[config.mk]
export PLATFORM = sky130hd
export DESIGN_NAME = buff_uart_arbiter
export DESIGN_NICKNAME = d
export VERILOG_FILES = /design/src/rtl/buff_uart_arbiter.sv
export SDC_FILE = /design/constraint.sdc
export NUM_CORES = 1
export LEC_CHECK = 0
export CORE_ASPECT_RATIO = 0.6
export CORE_UTILIZATION = 37
export CTS_CLUSTER_SIZE = 20
export DETAILED_ROUTE_END_ITERATION = 7
export PLACE_DENSITY = 0.83
export REMOVE_ABC_BUFFERS = 1
export SLEW_MARGIN = 5
export SYNTH_ARGS = -nofsm -noshare
export SYNTH_HDL_FRONTEND = slang
export SYNTH_SLANG_ARGS = --single-unit
[constraint.sdc]
create_clock -name clk -period 1.97 [get_ports clk]
set_input_delay 0.394 -clock clk [delete_from_list [all_inputs] [get_ports clk]]
set_output_delay 0.394 -clock clk [all_outputs]
set_load 0.05 [all_outputs]
[src/rtl/buff_uart_arbiter.sv]
// Round-robin arbiter sharing the buffered UART register port among NUM_REQ requesters.
// Define BUFF_UART_ARB_FIXED_PRIO_EN for fixed priority (lowest index wins).
module buff_uart_arbiter #(
  parameter int unsigned NUM_REQ       = 4,
  parameter int unsigned WIDTH         = 8,
  parameter int unsigned ADDRESS_WIDTH = 4,
  parameter int unsigned READ_LATENCY  = 1
) (
  input  logic                             clk,
  input  logic                             rst_n,
  input  logic [NUM_REQ-1:0]               req,
  input  logic [NUM_REQ-1:0]               req_we,
  input  logic [NUM_REQ*ADDRESS_WIDTH-1:0] req_addr,
  input  logic [NUM_REQ*WIDTH-1:0]         req_wdata,
  output logic [NUM_REQ-1:0]               gnt,
  output logic [NUM_REQ-1:0]               rvalid,
  output logic [WIDTH-1:0]                 rdata,
  output logic                             busy,
  output logic                             read_enable,
  output logic                             write_enable,
  output logic [ADDRESS_WIDTH-1:0]         active_address,
  output logic [WIDTH-1:0]                 data_in,
  input  logic [WIDTH-1:0]                 data_out
);

  localparam int unsigned IDX_W = (NUM_REQ > 1) ? $clog2(NUM_REQ) : 1;
  localparam int unsigned CNT_W = $clog2(READ_LATENCY + 1);

  typedef enum logic [1:0] {
    ST_IDLE,
    ST_ISSUE,
    ST_WAIT_RD
  } state_e;

  state_e                     state_q;
  logic [IDX_W-1:0]           win_q;
  logic [CNT_W-1:0]           cnt_q;
  logic [NUM_REQ-1:0]         gnt_q;
  logic [NUM_REQ-1:0]         rvalid_q;
  logic [WIDTH-1:0]           rdata_q;
  logic                       busy_q;
  logic                       read_enable_q;
  logic                       write_enable_q;
  logic [ADDRESS_WIDTH-1:0]   active_address_q;
  logic [WIDTH-1:0]           data_in_q;

  logic                       found_c;
  logic [IDX_W-1:0]           win_c;
  logic                       sel_we_c;
  logic [ADDRESS_WIDTH-1:0]   sel_addr_c;
  logic [WIDTH-1:0]           sel_wdata_c;

`ifdef BUFF_UART_ARB_FIXED_PRIO_EN
  // Lowest requesting index wins.
  always_comb begin
    found_c = 1'b0;
    win_c   = '0;
    for (int unsigned i = 0; i < NUM_REQ; i++) begin
      if (!found_c && req[IDX_W'(i)]) begin
        found_c = 1'b1;
        win_c   = IDX_W'(i);
      end
    end
  end
`else
  logic [IDX_W-1:0] last_q;
  int unsigned      cand_c;

  // Search starts one past the last grant and wraps.
  always_comb begin
    found_c = 1'b0;
    win_c   = '0;
    cand_c  = 0;
    for (int unsigned i = 1; i <= NUM_REQ; i++) begin
      cand_c = (32'(last_q) + i) % NUM_REQ;
      if (!found_c && req[IDX_W'(cand_c)]) begin
        found_c = 1'b1;
        win_c   = IDX_W'(cand_c);
      end
    end
  end

  always_ff @(posedge clk or negedge rst_n) begin
    if (!rst_n) begin
      last_q <= IDX_W'(NUM_REQ - 1);
    end else if (state_q == ST_IDLE && found_c) begin
      last_q <= win_c;
    end
  end
`endif

  // Route the winner's payload slice.
  always_comb begin
    sel_we_c    = 1'b0;
    sel_addr_c  = '0;
    sel_wdata_c = '0;
    for (int unsigned i = 0; i < NUM_REQ; i++) begin
      if (win_c == IDX_W'(i)) begin
        sel_we_c    = req_we[i];
        sel_addr_c  = req_addr[i*ADDRESS_WIDTH +: ADDRESS_WIDTH];
        sel_wdata_c = req_wdata[i*WIDTH +: WIDTH];
      end
    end
  end

  always_ff @(posedge clk or negedge rst_n) begin
    if (!rst_n) begin
      state_q          <= ST_IDLE;
      win_q            <= '0;
      cnt_q            <= '0;
      gnt_q            <= '0;
      rvalid_q         <= '0;
      rdata_q          <= '0;
      busy_q           <= 1'b0;
      read_enable_q    <= 1'b0;
      write_enable_q   <= 1'b0;
      active_address_q <= '0;
      data_in_q        <= '0;
    end else begin
      gnt_q          <= '0;
      rvalid_q       <= '0;
      read_enable_q  <= 1'b0;
      write_enable_q <= 1'b0;
      case (state_q)
        ST_IDLE: begin
          if (found_c) begin
            state_q          <= ST_ISSUE;
            busy_q           <= 1'b1;
            win_q            <= win_c;
            gnt_q            <= NUM_REQ'(1) << win_c;
            write_enable_q   <= sel_we_c;
            read_enable_q    <= !sel_we_c;
            active_address_q <= sel_addr_c;
            data_in_q        <= sel_wdata_c;
          end
        end
        ST_ISSUE: begin
          if (write_enable_q) begin
            state_q <= ST_IDLE;
            busy_q  <= 1'b0;
          end else begin
            state_q <= ST_WAIT_RD;
            cnt_q   <= CNT_W'(READ_LATENCY);
          end
        end
        ST_WAIT_RD: begin
          cnt_q <= cnt_q - CNT_W'(1);
          // Last latency cycle: UART data is valid at this edge.
          if (cnt_q == CNT_W'(1)) begin
            rdata_q  <= data_out;
            rvalid_q <= NUM_REQ'(1) << win_q;
            state_q  <= ST_IDLE;
            busy_q   <= 1'b0;
          end
        end
        default: begin
          state_q <= ST_IDLE;
          busy_q  <= 1'b0;
        end
      endcase
    end
  end

  assign gnt            = gnt_q;
  assign rvalid         = rvalid_q;
  assign rdata          = rdata_q;
  assign busy           = busy_q;
  assign read_enable    = read_enable_q;
  assign write_enable   = write_enable_q;
  assign active_address = active_address_q;
  assign data_in        = data_in_q;

endmodule

== Word level (Yosys, flattened, before mapping) ==
Index checks and enable logic that the tools add are counted.

* Register bits after elaboration: 38
* Bits in latches: 0
* Memory bits (writable): 0
* Memory bits (read-only): 0
* Input port bits: 66
* Word-level logic and storage cells: 94
* Memories kept: 0

* $add $sub $neg: 5
* Multipliers: 0
* Divide/modulo/power cells: 0
* $lt $le $gt $ge: 4
* Eq/ne operators: 9
* Shift-type cells: 2
* Multiplexer cells: 46
* Bitwise logic cells: 0
* Reduce and logical (&&, ||, !) cells: 16

{| class="wikitable"
|+ Operators by type and width
! operator !! number
|-
| $mux W4 || 8
|-
| $mux W8 || 4
|-
| $mux W1 || 20
|-
| $mux W2 || 7
|-
| $lt A2 B3 Y1 const B || 4
|-
| $bmux W1 S2 || 4
|-
| $ne A2 B2 Y1 const B || 4
|-
| $reduce_and A2 Y1 || 4
|-
| $shl A1 B2 Y4 const A || 2
|-
| $eq A2 B2 Y1 const B || 3
|-
| $pmux W2 S3 || 1
|-
| $add A2 B1 Y2 const B || 2
|-
| $add A2 B2 Y2 const B || 2
|-
| $eq A2 B1 Y1 const B || 2
|-
| $logic_and A1 B1 Y1 || 4
|-
| $logic_not A1 Y1 || 4
|-
| $logic_not A2 Y1 || 2
|-
| $pmux W1 S3 || 1
|-
| $reduce_and A3 Y1 || 1
|-
| $pmux W1 S2 || 1
|-
| $reduce_bool A2 Y1 || 1
|-
| $sub A1 B1 Y1 const B || 1
|}

== Longest topological paths before layout ==
* Word-level depth: 21
* Mapped depth: 7

== Worst setup path after synthesis ==
No wires, ideal clock.

* Kind: reg2reg
* Start point: register last_q[0]
* End point: register active_address_q[3] (netlist: active_address[3])
* Arrival: 1.763 ns
* Path slack: 0.133 ns
* Stages on the path, launching flop included: 7
* Buffers on the path: 1
* Period minus slack after synthesis: 1.837 ns
* Cells stage by stage: dfstp_2 > nand2b_2 > o21ai_2 > a221oi_4 > buf_8 > mux2_4 > o21ai_2

* Cells in the longest elaborated chain, start to end: 18
* Elaborated cells on any way between the ends: 35

{| class="wikitable"
|+ RTL lines
! item !! line !! text
|-
| start, declared || 66 || <nowiki>logic [IDX_W-1:0] last_q;</nowiki>
|-
| start signal, assigned || 85 || <nowiki>last_q <= IDX_W'(NUM_REQ - 1);</nowiki>
|-
| start signal, assigned || 87 || <nowiki>last_q <= win_c;</nowiki>
|-
| $add A2 B1 Y2 || 75 || <nowiki>cand_c = (32'(last_q) + i) % NUM_REQ;</nowiki>
|-
| $bmux W1 S2 || 76 || <nowiki>if (!found_c && req[IDX_W'(cand_c)]) begin</nowiki>
|-
| $mux W1 (implied by the code) || 76 ||
|-
| $mux W1 || 76 ||
|-
| $logic_not A1 Y1 || 76 ||
|-
| $logic_and A1 B1 Y1 || 76 ||
|-
| $mux W1 || 76 ||
|-
| $logic_not A1 Y1 || 76 ||
|-
| $logic_and A1 B1 Y1 || 76 ||
|-
| $mux W1 || 76 ||
|-
| $logic_not A1 Y1 || 76 ||
|-
| $logic_and A1 B1 Y1 || 76 ||
|-
| $mux W2 || 76 ||
|-
| $logic_not A2 Y1 || 98 || <nowiki>if (win_c == IDX_W'(i)) begin</nowiki>
|-
| $mux W4 (4 in series) || 98 ||
|-
| end signal, assigned || 133 || <nowiki>active_address_q <= sel_addr_c;</nowiki>
|-
| end, declared || 44 || <nowiki>logic [ADDRESS_WIDTH-1:0] active_address_q;</nowiki>
|}

Several ways; a longest one is shown, not always the timed one. The select of a mux whose other input is x is not followed.
A chain may end at the register's enable or synchronous reset.

== Final worst setup path ==
* Start point: register last_q[0]
* End point: register active_address_q[0] (netlist: active_address[0])

Same word-level chain as after synthesis.

==> metrics.cfg <==
[detailed_routing]
initialDrtViolationCount=57
ant_nets=0
first_pass_iters=4
via_count=1688
drc_errors=0
viasPerCell=4.69
routed_wl_um=4900
wl_per_cell_um=13.6

[synth]
synth_cells=183
synth_top_area_share_pct=44.8
async_flop_share_pct=100
synth-edff-count=0
synth.largest_area_cell=dfrtp_1
synth_flop_cell=dfrtp_1
synthDistinctLibCells=33
ys_seq_area_share_pct=47.4
netlist_area_um2=2010
synthTopCellsByArea=dfrtp_1 45%, mux2i_1 13%, nand2_1 8.6%
ys_warn_count=0
synth.ff_latch_count=38
postSynthAreaPerCell_um2=11.0

[place]
place_hpwl_um=3660
io_buffers=96
gp_congestion=0.772

[cells_and_area]
final_nets=359
num_antenna_cells=0
area_delta_synth_final_pct=60.4
drive_gt1_share_pct=19.0

[critical_path]
rrSetupSlack_ns=0.08
r2r-start=last_q[0]$_DFFE_PN1P_
cp_slowest_cell=dfstp_2
cp-end-kind=register
crit_top_cell=o21ai_2
start_kind=register
cp-startpoint=last_q[0]$_DFFE_PN1P_
reg2reg_to=active_address[0]$_DFFE_PN0P_
path_class=register to register
max_stage_delay_ns=0.58
worst_ep_required_time_ns=2.19
reg2reg_depth=7
crit_fanout=7
critical_path_arrival_ns=2.11
path_cells=nand2b_4 > o21ai_2 > a221oi_4 > buf_6 > buf_16 > mux2_4 > o21ai_2

[grt]
grt_pass1_vias=1669
overflow=0
antenna_found_initial=0
grtUsageTotal_pct=17.6
grt_pass1_wl_um=7950
grt_max_degree=31

[clock_network]
clock_latency_ns=0.28
cts.sinks=38
cts_buffers=5
clkTransAtPathRegs_ns=0.07
cts_hold_buf=0
clockRootBuffer=clkbuf_8
cts-htree-levels=2
cts_tree=done
clock_path_buffers=2

[die]
start_util_pct=39.0
dieArea_um2=5740
die_y_um=59.1
ioPinCount=97
num_rows=20
fp.coreArea_um2=5150
die_x_um=97.2

[run_status]
outcome=finished clean

[sta]
slew_viol_final=0
hold_violations=0
period_share_pct=96.1
max_slew_margin_pct=55.6
rsz0062_at_grt=no
tns_ns=0
max_freq_mhz=528
layout_min_cycle_time_ns=1.89
setup_viol=0
fin_worst_skew_ns=0.00751
worst_pin_slew_ns=0.666

[min_path]
hp-class=input pin to async pin

[pwr]
leakage_nw=1.50
finalPower_mw=5.27
ir_worst_vdd_uv=599
powerDensity_nw_per_um2=1630

[flow_run]
maxCapViolCount=0

-- synthesized netlist by cell type, types with 2 or more instances --
cell type / n
a21oi_1: 3
mux2i_1: 27
o21a_1: 3
nor2_1: 8
nor3_1: 3
dfrtp_1: 36
inv_1: 4
buf_6: 3
mux2_4: 7
nand2_1: 46
dfstp_2: 2
nor3b_1: 2
o21ai_2: 13
and3_1: 2
nand2b_1: 2
mux2_2: 5
-- worst max-delay path: cells and delay by family, from the launching register on --
kind | cells | cell delay, ns
flops | 1 | 0.58
compound gates | 3 | 0.52
mux | 1 | 0.30
buf+inv | 2 | 0.29
simple gates | 1 | 0.14
-- through the flow --
stage	utilization (%)	hold WS [ns]	std cells	setup slack [ns]	area, µm²
6_report	62.6	0.145	360	0.0776	3230
5_1_grt	62.6	0.189	360	0.00427	3230
4_1_cts	62.1	0.161	358	0.00256	3200
3_5_place_dp	59.8	0.466	348	-0.306	3080
3_3_place_gp	59.8	0.457	348	-0.251	3080
2_1_floorplan	-	0.0984	175	-0.450	1930
-- worst max path at each step --
stage               cells past startpoint                            end  slack (ns)
floorplan                               5         write_enable$_DFF_PN0_       -0.45
global placement                        6         data_in[4]$_DFFE_PN0P_       -0.25
detailed placement                      6         data_in[3]$_DFFE_PN0P_       -0.31
CTS                                     7  active_address[1]$_DFFE_PN0P_       0.003
global route                            7  active_address[1]$_DFFE_PN0P_       0.004
finish                                  7  active_address[0]$_DFFE_PN0P_        0.08
-- sequential cells by signal, indices dropped and copies added, names as in the netlist --
| signal | flops |
|---|---|
| win_q | 2 |
| busy | 1 |
| active_address | 4 |
| rdata | 8 |
| write_enable | 1 |
| cnt_q | 1 |
| last_q | 2 |
| read_enable | 1 |
| state_q | 2 |
| gnt | 4 |
| rvalid | 4 |
| data_in | 8 |
-- layout make-up --
class                      count  area, µm²
inverter                       5       18.8
clock inverter                 2       10.0
multi-input combinational    132        961
tap                           66       82.6
fill                         453       1930
timing repair buffer         111       1130
sequential                    38        953
clock buffer                   6       72.6
-- report_power, final --
| part | switching, mW | total (mW) | leakage, nW | internal (mW) |
|---|---|---|---|---|
| registers | 0.234 | 1.38 | 0.472 | 1.15 |
| clock network | 0.257 | 0.502 | 0.0450 | 0.245 |
| logic | 1.95 | 3.39 | 0.978 | 1.44 |
-- what timing repair did --
action | in CTS | in global routing
setup endpoints to repair | 3 | 9
cloned | 1 | 0
setup buffers | 1 | 2
pin swaps | 1 | 1
resized for setup | 4 | 2
hold endpoints to repair | 0 | 0
-- kinds of logic (layout without fill, tap and decap cells) --
| group | after synthesis | count (layout) | share of synthesized area, % |
|---|---|---|---|
| buffers and inverters | 13 | 124 | 5.04 |
| multiplexers | 39 | 39 | 21.5 |
| AO/OA/AOI/OAI | 25 | 25 | 11.2 |
| flip-flops | 38 | 38 | 47.4 |
| AND/OR/NAND/NOR | 68 | 68 | 14.9 |
-- routing by layer --
metal	GRT usage (%)	wire length [µm]
met5	0	0
met4	4.48	40
met3	4.83	324
met2	28.4	2210
met1	23.8	2320
-- cells in the final DEF, fill, tap and decap left out, types with 4 or more instances in the layout --
master / count
clkdlybuf4s50_1: 91
nand2_1: 46
dfrtp_1: 36
mux2i_1: 27
o21ai_2: 13
buf_4: 11
nor2_1: 8
mux2_4: 7
mux2_2: 5
clkbuf_8: 5
inv_1: 4
(Power assumes the default switching activity.)
